**config.mk**
```make
export PLATFORM = sky130hd
export DESIGN_NAME = fe_ctrl
export DESIGN_NICKNAME = d
export VERILOG_FILES = /design/src/rtl/fe_ctrl_pkg.sv /design/src/rtl/fe_ctrl.sv
export SDC_FILE = /design/constraint.sdc
export NUM_CORES = 1
export LEC_CHECK = 0
export CORE_UTILIZATION = 35
export CTS_BUF_LIST = sky130_fd_sc_hd__clkbuf_4 sky130_fd_sc_hd__clkbuf_8 sky130_fd_sc_hd__clkbuf_16
export DETAILED_ROUTE_END_ITERATION = 6
export PLACE_DENSITY = 0.68
export SETUP_SLACK_MARGIN = 0.05
export SLEW_MARGIN = 25
export SYNTH_ARGS = -nofsm -noshare
export SYNTH_HDL_FRONTEND = slang
export SYNTH_SLANG_ARGS = --single-unit
export TNS_END_PERCENT = 1
```
**constraint.sdc**
```tcl
create_clock -name clk -period 2.4 [get_ports clk]
set_input_delay 0.36 -clock clk [delete_from_list [all_inputs] [get_ports clk]]
set_output_delay 0.36 -clock clk [all_outputs]
set_load 0.03 [all_outputs]
```
**src/rtl/fe_ctrl_pkg.sv**
```systemverilog
// Shared types and constants for the Qu front-end sequencer.
package fe_ctrl_pkg;

    localparam int QU_PC_WIDTH     = 32;
    localparam int FE_BOOT_CYCLES  = 4;
    localparam int FE_FLUSH_CYCLES = 2;

    // Encoding 2'd3 is reserved and never accepted.
    typedef enum logic [1:0] {
        RD_BR  = 2'd0,
        RD_JMP = 2'd1,
        RD_EXC = 2'd2
    } redirect_type_t;

    typedef enum logic [2:0] {
        FE_BOOT     = 3'd0,
        FE_RUN      = 3'd1,
        FE_REDIRECT = 3'd2,
        FE_FLUSH    = 3'd3,
        FE_DRAIN    = 3'd4,
        FE_HALT     = 3'd5
    } fe_state_t;

    // True for the three defined redirect encodings.
    function automatic logic redirect_type_legal(input logic [1:0] rtype);
        return (rtype != 2'd3);
    endfunction

endpackage

```
**src/rtl/fe_ctrl.sv**
```systemverilog
// Front-end sequencer: boot hold-off, redirect/flush sequencing,
// back-pressure stalls and drain-to-halt for the fetch..rename pipeline.
module fe_ctrl
    import fe_ctrl_pkg::*;
#(
    parameter int PC_WIDTH     = QU_PC_WIDTH,
    parameter int BOOT_CYCLES  = FE_BOOT_CYCLES,
    parameter int FLUSH_CYCLES = FE_FLUSH_CYCLES
) (
    input  logic                clk,
    input  logic                rst,
    input  logic                redirect_valid,
    input  logic [1:0]          redirect_type,
    input  logic [PC_WIDTH-1:0] redirect_pc,
    output logic                redirect_ready,
    input  logic                halt_req,
    output logic                halted,
    input  logic                rob_full,
    input  logic                res_st_full,
    input  logic                map_full,
    input  logic                imem_wait,
    input  logic                fifo_if_id_empty,
    input  logic                fifo_id_mp_empty,
    input  logic                fifo_mp_rn_empty,
    output logic                if_en,
    output logic                id_en,
    output logic                stall,
    output logic                if_stall,
    output logic                id_stall,
    output logic                mp_stall,
    output logic                rn_stall,
    output logic                branch,
    output logic                jump,
    output logic                exception,
    output logic [PC_WIDTH-1:0] pc_override,
    output logic                flush
);

    localparam int CNT_MAX   = (BOOT_CYCLES > FLUSH_CYCLES) ? BOOT_CYCLES : FLUSH_CYCLES;
    localparam int CNT_WIDTH = $clog2(CNT_MAX + 1);

    fe_state_t            state_r;
    fe_state_t            state_nx_s;
    fe_state_t            out_state_s;
    logic [CNT_WIDTH-1:0] cnt_r;
    logic [CNT_WIDTH-1:0] cnt_nx_s;
    redirect_type_t       lat_type_r;
    logic [PC_WIDTH-1:0]  lat_pc_r;
    logic                 ready_s;
    logic                 accept_s;
    logic                 drained_s;
    logic                 bp_rn_s;
    logic                 bp_mp_s;

    assign accept_s  = redirect_valid && ready_s;
    assign drained_s = fifo_if_id_empty && fifo_id_mp_empty && fifo_mp_rn_empty;
    assign bp_rn_s   = rob_full || res_st_full;
    assign bp_mp_s   = bp_rn_s || map_full;

    // Reset forces BOOT outputs immediately so no pulse leaks into the reset cycle.
    always_comb begin
        if (!rst) begin
            out_state_s = FE_BOOT;
        end else begin
            out_state_s = state_r;
        end
    end

    // Redirect acceptance: open in RUN/DRAIN; only an exception may pre-empt a non-exception recovery.
    always_comb begin
        ready_s = 1'b0;
        case (out_state_s)
            FE_RUN, FE_DRAIN:     ready_s = redirect_type_legal(redirect_type);
            FE_REDIRECT, FE_FLUSH: ready_s = (redirect_type == RD_EXC) && (lat_type_r != RD_EXC);
            default:              ready_s = 1'b0;
        endcase
    end

    // State, shared boot/flush counter and redirect latch.
    always_ff @(posedge clk) begin
        if (!rst) begin
            state_r    <= FE_BOOT;
            cnt_r      <= '0;
            lat_type_r <= RD_BR;
            lat_pc_r   <= '0;
        end else begin
            state_r <= state_nx_s;
            cnt_r   <= cnt_nx_s;
            if (accept_s) begin
                lat_type_r <= redirect_type_t'(redirect_type);
                lat_pc_r   <= redirect_pc;
            end else begin
                lat_type_r <= lat_type_r;
                lat_pc_r   <= lat_pc_r;
            end
        end
    end

    // Next-state and counter sequencing.
    always_comb begin
        state_nx_s = state_r;
        cnt_nx_s   = cnt_r;
        case (state_r)
            FE_BOOT: begin
                if (cnt_r == CNT_WIDTH'(BOOT_CYCLES - 1)) begin
                    state_nx_s = FE_RUN;
                    cnt_nx_s   = '0;
                end else begin
                    cnt_nx_s = cnt_r + CNT_WIDTH'(1);
                end
            end
            FE_RUN: begin
                if (accept_s) begin
                    state_nx_s = FE_REDIRECT;
                    cnt_nx_s   = '0;
                end else if (halt_req) begin
                    state_nx_s = FE_DRAIN;
                end else begin
                    state_nx_s = FE_RUN;
                end
            end
            FE_REDIRECT: begin
                cnt_nx_s = '0;
                if (accept_s) begin
                    state_nx_s = FE_REDIRECT;
                end else begin
                    state_nx_s = FE_FLUSH;
                end
            end
            FE_FLUSH: begin
                if (accept_s) begin
                    state_nx_s = FE_REDIRECT;
                    cnt_nx_s   = '0;
                end else if (cnt_r == CNT_WIDTH'(FLUSH_CYCLES - 1)) begin
                    state_nx_s = FE_RUN;
                    cnt_nx_s   = '0;
                end else begin
                    cnt_nx_s = cnt_r + CNT_WIDTH'(1);
                end
            end
            FE_DRAIN: begin
                if (accept_s) begin
                    state_nx_s = FE_REDIRECT;
                    cnt_nx_s   = '0;
                end else if (!halt_req) begin
                    state_nx_s = FE_RUN;
                end else if (drained_s) begin
                    state_nx_s = FE_HALT;
                end else begin
                    state_nx_s = FE_DRAIN;
                end
            end
            FE_HALT: begin
                if (!halt_req) begin
                    state_nx_s = FE_RUN;
                end else begin
                    state_nx_s = FE_HALT;
                end
            end
            default: begin
                state_nx_s = FE_BOOT;
                cnt_nx_s   = '0;
            end
        endcase
    end

    // Moore output decode; only RUN/DRAIN stage stalls follow the back-pressure inputs.
    always_comb begin
        if_en          = 1'b0;
        id_en          = 1'b0;
        stall          = 1'b1;
        if_stall       = 1'b1;
        id_stall       = 1'b1;
        mp_stall       = 1'b1;
        rn_stall       = 1'b1;
        branch         = 1'b0;
        jump           = 1'b0;
        exception      = 1'b0;
        pc_override    = '0;
        flush          = 1'b1;
        halted         = 1'b0;
        redirect_ready = ready_s;
        case (out_state_s)
            FE_RUN, FE_DRAIN: begin
                if_en    = (out_state_s == FE_RUN);
                id_en    = 1'b1;
                stall    = 1'b0;
                flush    = 1'b0;
                if_stall = imem_wait;
                rn_stall = bp_rn_s;
                mp_stall = bp_mp_s;
                id_stall = bp_mp_s;
            end
            FE_REDIRECT: begin
                branch      = (lat_type_r == RD_BR);
                jump        = (lat_type_r == RD_JMP);
                exception   = (lat_type_r == RD_EXC);
                pc_override = lat_pc_r;
            end
            FE_HALT: begin
                halted = 1'b1;
                flush  = 1'b0;
            end
            FE_FLUSH: begin
                flush = 1'b1;
            end
            default: begin
                flush = 1'b1;
            end
        endcase
    end

endmodule

```
# ---- Word-level counts from Yosys, hierarchy flattened
# Cells that the tools add are included.
dict set report op_classes {
  n_bitwise 1
  n_addsub 1
  n_eq_ne 20
  mux 30
  reduce_logical 14
}
# operator n
set op_table {}
lappend op_table {{$mux 3} 13}
lappend op_table {{$mux 32} 1}
lappend op_table {{$pmux 3 s6} 1}
lappend op_table {{$eq 3x2->1 const B} 5}
lappend op_table {{$mux 1} 13}
lappend op_table {{$eq 3x3->1 const B} 4}
lappend op_table {{$pmux 3 s4} 1}
lappend op_table {{$eq 3x1->1 const B} 3}
lappend op_table {{$ne 2x2->1 const B} 3}
lappend op_table {{$reduce_or 2->1} 3}
lappend op_table {{$eq 2x2->1 const B} 2}
lappend op_table {{$logic_and 1x1->1} 4}
lappend op_table {{$reduce_and 2->1} 2}
lappend op_table {{$add 3x1->3 const B} 1}
lappend op_table {{$logic_not 3->1} 1}
lappend op_table {{$ne 3x3->1 const B} 1}
lappend op_table {{$reduce_or 3->1} 1}
lappend op_table {{$eq 2x1->1 const B} 1}
lappend op_table {{$logic_not 2->1} 1}
lappend op_table {{$logic_or 1x1->1} 2}
lappend op_table {{$ne 2x1->1 const B} 1}
lappend op_table {{$pmux 1 s2} 1}
lappend op_table {{$not 1->1} 1}
dict set report word_totals {
  out_inout_bits 45
  elab_cells 70
  ff_bits 40
  inputBits 45
}

# ---- Logic depth before layout (Yosys ltp)
# Gate-level depths: netlist (run 1).
dict set report depth {
  ltp_word 7
  mapped_depth 7
  mapped_depth_nobuf 6
}

# ---- Least setup slack after synthesis (run 1)
# OpenSTA, ideal clock, no wires.
dict set report synth_path {
  path_type {input to output}
  start {in rst}
  end {out mp_stall}
  path_stages 6
  path_buffers 2
  setup_slack_ns -0.104
  t_required_ns 2.040
  arrival_time_ns 2.144
  cell_sequence {clkbuf_1 > and2b_2 > nand2_1 > or3_1 > or2_2 > buf_4}
}
dict set report synth_between {
  elab_chain_cells 4
  word_cells_on_any_way 5
  classes_between {eq/ne: 2; mux: 2; reduce/logical: 1}
}
# item line
set synth_rtl {}
lappend synth_rtl {{start: declaration} fe_ctrl.sv:11} ;# input logic rst,
lappend synth_rtl {{$mux 3 (*)} fe_ctrl.sv:62} ;# if (!rst) begin
lappend synth_rtl {{$eq 3x1->1 / $eq 3x3->1 (equally long branches)} --}
lappend synth_rtl {{$reduce_or 2->1 (*)} --}
lappend synth_rtl {{$mux 1 (*)} --}
lappend synth_rtl {{end: declaration} fe_ctrl.sv:30} ;# output logic mp_stall,
# Every way passes the cells marked *; elsewhere a longest branch is shown, timed or not.

# ---- Final worst setup path (run 1)
dict set report layout_path {
  start {in rst}
  end {out mp_stall}
}
dict set report layout_between {
  elab_chain_cells 4
  word_cells_on_any_way 5
  classes_between {eq/ne: 2; mux: 2; reduce/logical: 1}
}
# item line
set layout_rtl {}
lappend layout_rtl {{$mux 3 (*)} fe_ctrl.sv:62}
lappend layout_rtl {{$eq 3x1->1 / $eq 3x3->1 (equally long branches)} fe_ctrl.sv:183} ;# case (out_state_s)
lappend layout_rtl {{$reduce_or 2->1 (*)} fe_ctrl.sv:183}
lappend layout_rtl {{$mux 1 (*)} fe_ctrl.sv:183}
# Marked as above.

==> results of run 1 <==
what timing repair did:
| action | in CTS | in global routing |
|---|---|---|
| endpoints found under the setup margin | 35 | 30 |
| hold buffers | 0 | 0 |
| resized for setup | 5 | 8 |
layout by cell type (no fill, tap or decap), types with 2 or more instances in the layout:
master	instances
buf_4	55
clkdlybuf4s50_1	44
dfxtp_1	40
nand2_1	37
nand4_1	35
and2_1	33
o21ai_2	29
o21ai_0	11
inv_1	7
nand3_1	7
clkbuf_8	6
a21oi_1	4
nor2_1	4
and3_1	4
ha_1	4
nand2b_1	3
or2_2	3
buf_12	3
nor2b_1	2
nor3_1	2
clkbuf_4	2
clkbuf_2	2
dlygate4sd2_1	2
per-stage QoR:
step                worst slack [ps]  setup TNS, ps  hold WS (ps)
detailed placement              -227           -762           445
global placement                -225           -851           442
finish                           129              0           457
global route                    66.8              0           478
CTS                            -6.58          -11.4           458
floorplan                        110              0           431
kinds of logic (layout without fill, tap and decap cells):
| family | Yosys count | in the layout | synth area share [%] |
|---|---|---|---|
| and+or+nand+nor | 136 | 136 | 34.3 |
| AOI/OAI and AO/OA | 51 | 51 | 17.8 |
| DFF | 40 | 40 | 36.9 |
| buffers and inverters | 34 | 122 | 7.96 |
| adders and majority gates | 4 | 4 | 2.31 |
| xor gates and xnor gates | 2 | 2 | 0.808 |
sequential cells by signal (all words and copies together) (netlist names):
name / count
state_r: 3
cnt_r: 3
lat_pc_r: 32
lat_type_r: 2
report_power, final:
| part | switching, mW | total [mW] | internal (mW) |
|---|---|---|---|
| Clock | 0.224 | 0.481 | 0.257 |
| Combinational | 0.287 | 0.512 | 0.225 |
| Sequential | 0.0324 | 0.756 | 0.724 |
| Total | 0.544 | 1.75 | 1.21 |
metal layers:
metal,vias to the layer above,track usage [%],part of all wire [%]
met5,-,0,0
met4,0,5.36,0.82
met3,5,4.83,8.3
met2,72,30.9,46
met1,1001,24.3,44
li1,1102,-,-
synth_stat cells, drive strengths merged, types with 3 or more instances:
library cell	instances
ha	4
buf	11
and3	5
o21ai	40
nor2	4
nand4	35
inv	7
clkbuf	16
or2	3
nand2	38
a21oi	4
dfxtp	40
nand3	7
and2	33
nand2b	3
final timing paths:
path / to / depth (start not counted) / startpoint / slack (ps)
hold reg to reg: lat_pc_r[23]$_SDFFE_PN0P_ / 2 / lat_pc_r[23]$_SDFFE_PN0P_ / 460
setup reg to reg: lat_pc_r[14]$_SDFFE_PN0P_ / 6 / state_r[0]$_SDFFE_PN0P_ / 800
setup / recovery: mp_stall / 6 / rst / 130
hold / removal: lat_pc_r[23]$_SDFFE_PN0P_ / 2 / lat_pc_r[23]$_SDFFE_PN0P_ / 460
area by class of cell:
| class | count | area [sq um] | area share [%] |
|---|---|---|---|
| Sequential cell | 40 | 801 | 25.1 |
| Timing Repair Buffer | 107 | 952 | 29.9 |
| Multi-Input combinational cell | 193 | 1210 | 38.1 |
| Clock buffer | 8 | 97.6 | 3.06 |
| Inverter | 7 | 26.3 | 0.825 |
| Tap cell | 75 | 93.8 | 2.95 |
worst reg2reg max path, stage by stage (launching register included):
cell	delay, ps
dfxtp_1	320
buf_4	180
nor2b_1	140
a311o_1	370
and3_4	190
buf_12	160
o21ai_0	180
==> run summary, run 1 <==
After the last flow step, the layout net total stands at 403. Based on the critical path, the design can be clocked at up to 440 MHz. 90 I/O pins were placed.

Counting along the longest clock path gives a buffer depth of 2. The number of synthesized register bits was 40. Of all cell types, the one taking the most synthesized area is dfxtp_1. After synthesis the cells add up to 2170 sq um.

Final cycle utilization of the critical path: 94.6%. In this run the power density over the cells is 549 nW/um^2. Number of hold-slack violations in the final timing report: 0. For this run, design rule violations remaining after detail routing come to 0.

The synthesized area per cell is 8.13 sq um, and the number of global-route vias before repair is 2,017. In this design, the stage delay of the slowest critical-path cell is 530 ps. The tools report the launching element type of the critical path as an input port. Kind of critical path: in2out. Fill cells in the final layout number 593. After clock tree synthesis, the clock-pin slew on the worst setup and hold paths is 80 ps. The logs give 3190 sq um for the cell area after layout and 3080 sq um for the instance area after placement. From left edge to right edge, the die measures 80.7 microns. Area of the core: 5960 sq um.

The largest fanout on the critical path is 2, and the weighted congestion reported at the end of routability-driven placement is 0.811. In the synthesized netlist the dominant register cell turns out to be dfxtp_1. The number of antenna violations at the first check in global routing was 0; the post-CTS setup buffer count was 0. For the number of antenna diodes, the log shows 0.

Clock tree synthesis selected as its root buffer the cell clkbuf_8. The slew at the pin with the worst max-slew slack is 450 ps. Headroom to the max-slew limit came out at 69.7%.

After detailed routing, the number of vias per cell comes to 5.07. The tools report the max-slew violation count as 0. The critical path goes through clkdlybuf4s50_1, and2b_2, nand2_2, or3_4, or2_2, clkbuf_2.

The tightest min-delay check is of the reg2reg type. The count of placed standard cells in the final layout, fillers left out is 430. The floorplan step set the die height to 80.7 microns.

Setup repair after global routing left no endpoint under its margin. For this design, the slowest cell found on the critical path is clkdlybuf4s50_1. Clock skew on the completed layout was measured at 4.59 ps.

The logs give 5700 microns for the final wirelength and 36.9% for the sequential share of the synthesized area. Number of flops mapped to enable cells by yosys: 0. Summing internal, switching and leakage power gives 1.75 mW.

In this run the remaining antenna-violating nets after routing total 0. The logs give 1910 ps for the data arrival time at the worst-slack endpoint and 6520 sq um for the floorplan die area. At the end of the flow the core is filled with cells to 53.5%.

The count of buffer and inverter cells on the critical path came out at 2. The run gives 0 as the final-report setup violation count. The async set or reset register ratio after synthesis is 0%. Dividing the detail-routed wire length by the instance count gives 13.3 microns. TritonCTS built the clock tree. At the later pin of the worst-skew pair, clock insertion delay measures 290 ps. Yosys mapped the design onto 35 distinct sky130hd cell types.

Grouping stages by cell kind, the critical path spends the most delay in simple AND/OR/NAND/NOR gates. In the final layout, the share of cells above drive strength 1 is 29.9%. Ranked by total cell area, the synthesized netlist is headed by dfxtp_1 37%, o21ai_2 12%, nand4_1 10%. Including well taps, the total number of placed cells is 422.

The first detailed-routing pass ran for 4 iterations. The Yosys step of the flow raised 0 warnings. TritonCTS created 5 clock buffers.

The run finished with clean final reports. Global routing used 18.8% of the available tracks. The first global-routing pass estimated 9490 microns of wire. Overflow left after global routing: 0.

The maximum vdd drop is 302 uV, and the effective utilization at floorplan is 36.4%. Detailed placement finished with a half-perimeter wire length of 3950 microns. The H-tree depth came out at 2.

The smallest clock period supported by the final layout is computed as 2270 ps. The logs give 28 for the number of core rows and 2040 ps for the data required time of the critical path. The area growth from synthesis to layout is 46.8%. The analysis attributes to cell leakage a power of 1.30 nW. The first routing iteration left 137 violations.

Routed via count: 2,180. The worst setup path is captured at an output pin. The cell count after synthesis came out at 267. The tool flagged a number of max-cap violations equal to 0.

In this run the tool buffered the top-level ports with 89 buffer cells. The number of nets in the synthesized netlist is 316. Entering global routing, the biggest net connects 44 pins.

Counting every sink on the clock net gives 40. Summed over its instances, the top area cell type makes up 36.9% of the synthesized netlist area.
Power figures use the tool's default switching activity.
==> run 2, diff against run 1 <==
--- a/config.mk
+++ b/config.mk
@@ -10,6 +10,7 @@
 export DETAILED_ROUTE_END_ITERATION = 6
 export PLACE_DENSITY = 0.68
 export SETUP_SLACK_MARGIN = 0.05
+export SKIP_LAST_GASP = 1
 export SLEW_MARGIN = 25
 export SYNTH_ARGS = -nofsm -noshare
 export SYNTH_HDL_FRONTEND = slang
==> constraint.sdc (replaced) <==
create_clock -name clk -period 2.4 [get_ports clk]
set_input_delay 0.24 -clock clk [delete_from_list [all_inputs] [get_ports clk]]
set_output_delay 0.24 -clock clk [all_outputs]
set_load 0.03 [all_outputs]
==> run 2 against run 1 <==
Total power fell by 1.0%. Sequential power barely moved. Maximum frequency rose by 1.8%. Critical path depth rose by 1. Flip-flop and latch count did not move. Highest routed layer unchanged. Via count barely moved. Die area did not move. Clock skew rose by 1.3 ps. Core utilization did not move. First-iteration DRC count fell by 9.5%. Wire length fell by 0.21%. Design area did not move.
==> run summary, run 2 (same netlist as run 1, synthesis figures left out) <==
The flow ran to the end, and the final reports show no timing, DRC or antenna violations. The number of core rows is 28 (unchanged). The final cycle utilization of the critical path works out to 92.9% (was 94.6%). Path type of the worst min-delay path: reg2reg (unchanged). The largest fanout on the critical path works out to 43 (was 2). Slew at the pin with the worst max-slew slack: 470 ps (was 450 ps). The master of the slowest instance on the critical path is clkdlybuf4s50_1 (unchanged). Counting stages on the worst path, the most repeated cell is buf_4. The final-report setup violation count was 0 (unchanged); the post-CTS setup buffer count was 0 (unchanged).

The kind of critical path is in2out (unchanged). The pin count of the biggest net entering global routing came out at 44 (unchanged). For the global-route wire length before repair, the log shows 9440 microns (was 9490 microns). Number of global-route vias before repair: 2,055 (was 2,017). The tools report the detailed-router iteration count before antenna repair as 4 (unchanged).

The clock input transition at the sequential cells of the worst setup and hold paths was 70 ps (was 80 ps). The register bank with the most flops was lat_pc_r (unchanged). For the number of DRC violations after detailed-routing iteration 0, the log shows 124 (was 137). The post-route setup TNS was 0 ps (unchanged); the signed area change from the synthesized netlist to the final layout was 46.8% (unchanged).

For the area of the core, the log shows 5960 sq um (unchanged). The height of the die was 80.7 microns (unchanged); the count of nets after finishing was 405 (was 403). The worst hold-check slack is 454 ps (was 457 ps). Leading cell types in the layout, fill and taps excluded: 59 x buf_4, 46 x clkdlybuf4s50_1, 40 x dfxtp_1, 38 x nand2_1, 35 x nand4_1 (was 55 x buf_4, 44 x clkdlybuf4s50_1, 40 x dfxtp_1, 37 x nand2_1, 35 x nand4_1). The run gives 2 (unchanged) as the buffer depth of the longest clock path. The tools report the data required time of the critical path as 2160 ps (was 2040 ps).

The commonest non-fill, non-tap cell in the layout was buf_4 (unchanged). For the final worst clock skew, the log shows 5.92 ps (was 4.59 ps). The number of port buffers came out at 89 (unchanged). The tightest slew margin relative to the limit is 68.4% (was 69.7%), and the shortest period the worst path allows is 2230 ps (was 2270 ps). TritonCTS built the clock tree. The logs give 0 (unchanged) for the number of antenna diodes and 300 uV (was 302 uV) for the maximum vdd drop. The number of flip-flops under the largest register name is 32 (unchanged). The logs give 2 (unchanged) for the H-tree depth and 0 (unchanged) for the count of maximum capacitance violations. The routed via count was 2,178 (was 2,180). The tools report the clock tree root buffer cell as clkbuf_8 (unchanged). The ratio of cells with drive above 1 in the final layout works out to 29.1% (was 29.9%). Crit path cell chain: clkdlybuf4s50_1, buf_4, and2_1, buf_4, nand2_1, a21oi_1, buf_4 (was clkdlybuf4s50_1, and2b_2, nand2_2, or3_4, or2_2, clkbuf_2). For the overflow left after global routing, the log shows 0 (unchanged). The weighted congestion reported at the end of routability-driven placement is 0.829 (was 0.811), and the floorplan die width is 80.7 microns (unchanged). The tools report the leakage power as 1.30 nW (about the same). The tools report the launching element type of the critical path as an input port (unchanged). The max-slew violation count was 0 (unchanged); the data arrival time at the worst-slack endpoint was 1990 ps (was 1910 ps).

For the highest clock frequency the design can meet, the log shows 448 MHz (was 440 MHz). Filler cell count: 583 (was 593). The number of antenna violations at the first check in global routing was 0 (unchanged). For the I/O pin count, the log shows 90 (unchanged).

The routed wire length per instance is 13.2 microns (was 13.3 microns). Largest registers: lat_pc_r (32), cnt_r (3), state_r (3) (unchanged). The endpoint class of the critical path is an output pin (unchanged).

The clock latency at the later pin of the worst-skew pair came out at 290 ps (about the same). The via count normalized by instance count is 5.04 (was 5.07), and the floorplan die area is 6520 sq um (unchanged). Setup repair after global routing could not meet its margin everywhere. The ratio of total power to cell area was 544 nW/um^2 (was 549 nW/um^2).

The total global-route track usage was 18.5% (was 18.8%); the effective utilization at floorplan was 36.4% (unchanged). The largest stage delay on the critical path works out to 480 ps (was 530 ps). The clock sink count was 40 (unchanged); the remaining routing DRC violations was 0 (unchanged). The remaining antenna violation count after routing was 0 (unchanged). The run gives 4010 microns (was 3950 microns) as the post-DP HPWL. The number of hold-slack violations in the final timing report came out at 0 (unchanged). The final wirelength was 5690 microns (was 5700 microns); the clock buffer count from CTS was 5 (unchanged).
run 2: changes by cell type in the layout (fill, tap and decap cells not counted), sizes merged:
cell / previous run / this run
clkbuf: 10 / 6
dlymetal6s2s: 0 / 1
clkinv: 0 / 2
clkdlybuf4s50: 44 / 46
buf: 59 / 61
dlygate4sd2: 2 / 1
run 2: routing by layer:
| metal | track usage, % | routed length, microns | up-vias |
|---|---|---|---|
| met5 | 0 | 0 | - |
| met4 | 3.75 | 34 | 0 |
| met3 | 5.62 | 410 | 4 |
| met2 | 31.3 | 2650 | 66 |
| met1 | 23.2 | 2600 | 1005 |
| li1 | - | - | 1103 |
run 2: power breakdown:
group | internal (mW) | switching, mW | total (mW)
clock | 0.229 | 0.224 | 0.453
sequential | 0.724 | 0.0329 | 0.757
combinational | 0.232 | 0.290 | 0.522
total | 1.19 | 0.546 | 1.73
run 2: path summary, 6_finish.rpt:
kind                        startpoint                         to  slack (ps)  cells past startpoint
min reg2reg  lat_pc_r[10]$_SDFFE_PN0P_  lat_pc_r[10]$_SDFFE_PN0P_         450                      2
max reg2reg    state_r[0]$_SDFFE_PN0P_  lat_pc_r[30]$_SDFFE_PN0P_         770                      6
min          lat_pc_r[10]$_SDFFE_PN0P_  lat_pc_r[10]$_SDFFE_PN0P_         450                      2
max                                rst             redirect_ready         170                      7
run 2: critical path, delay by kind of cell:
kind	cells	cell delay, ps
buffers and inverters	4	1270
AND/OR/NAND/NOR	2	350
AO/OA/AOI/OAI	1	120
run 2: cell type report:
| class | count | area, sq um | area share (%) |
|---|---|---|---|
| well taps | 75 | 93.8 | 2.95 |
| repair buffers | 109 | 965 | 30.3 |
| flip-flops and latches | 40 | 801 | 25.1 |
| inverters | 7 | 26.3 | 0.825 |
| clock inverters | 2 | 10.0 | 0.314 |
| clock buffers | 6 | 82.6 | 2.59 |
| multi-input cells | 193 | 1210 | 37.9 |
run 2: metrics by stage:
stage | instance area (sq um) | total power, mW | util (%) | worst slack [ps] | cells
2_1_floorplan | 2170 | 1.09 | - | 72.4 | 267
3_3_place_gp | 3090 | 1.29 | 51.9 | 12.0 | 424
3_5_place_dp | 3090 | 1.29 | 51.9 | 7.26 | 424
4_1_cts | 3180 | 1.75 | 53.4 | 10.9 | 432
5_1_grt | 3190 | 1.84 | 53.5 | 47.5 | 432
6_report | 3190 | 1.73 | 53.5 | 170 | 432
run 2: timing repair:
action                                 CTS  global route
endpoints found under the hold margin    0             0
setup endpoints to repair                2             2
hold buffers                             0             0
gates resized for setup                  1             1
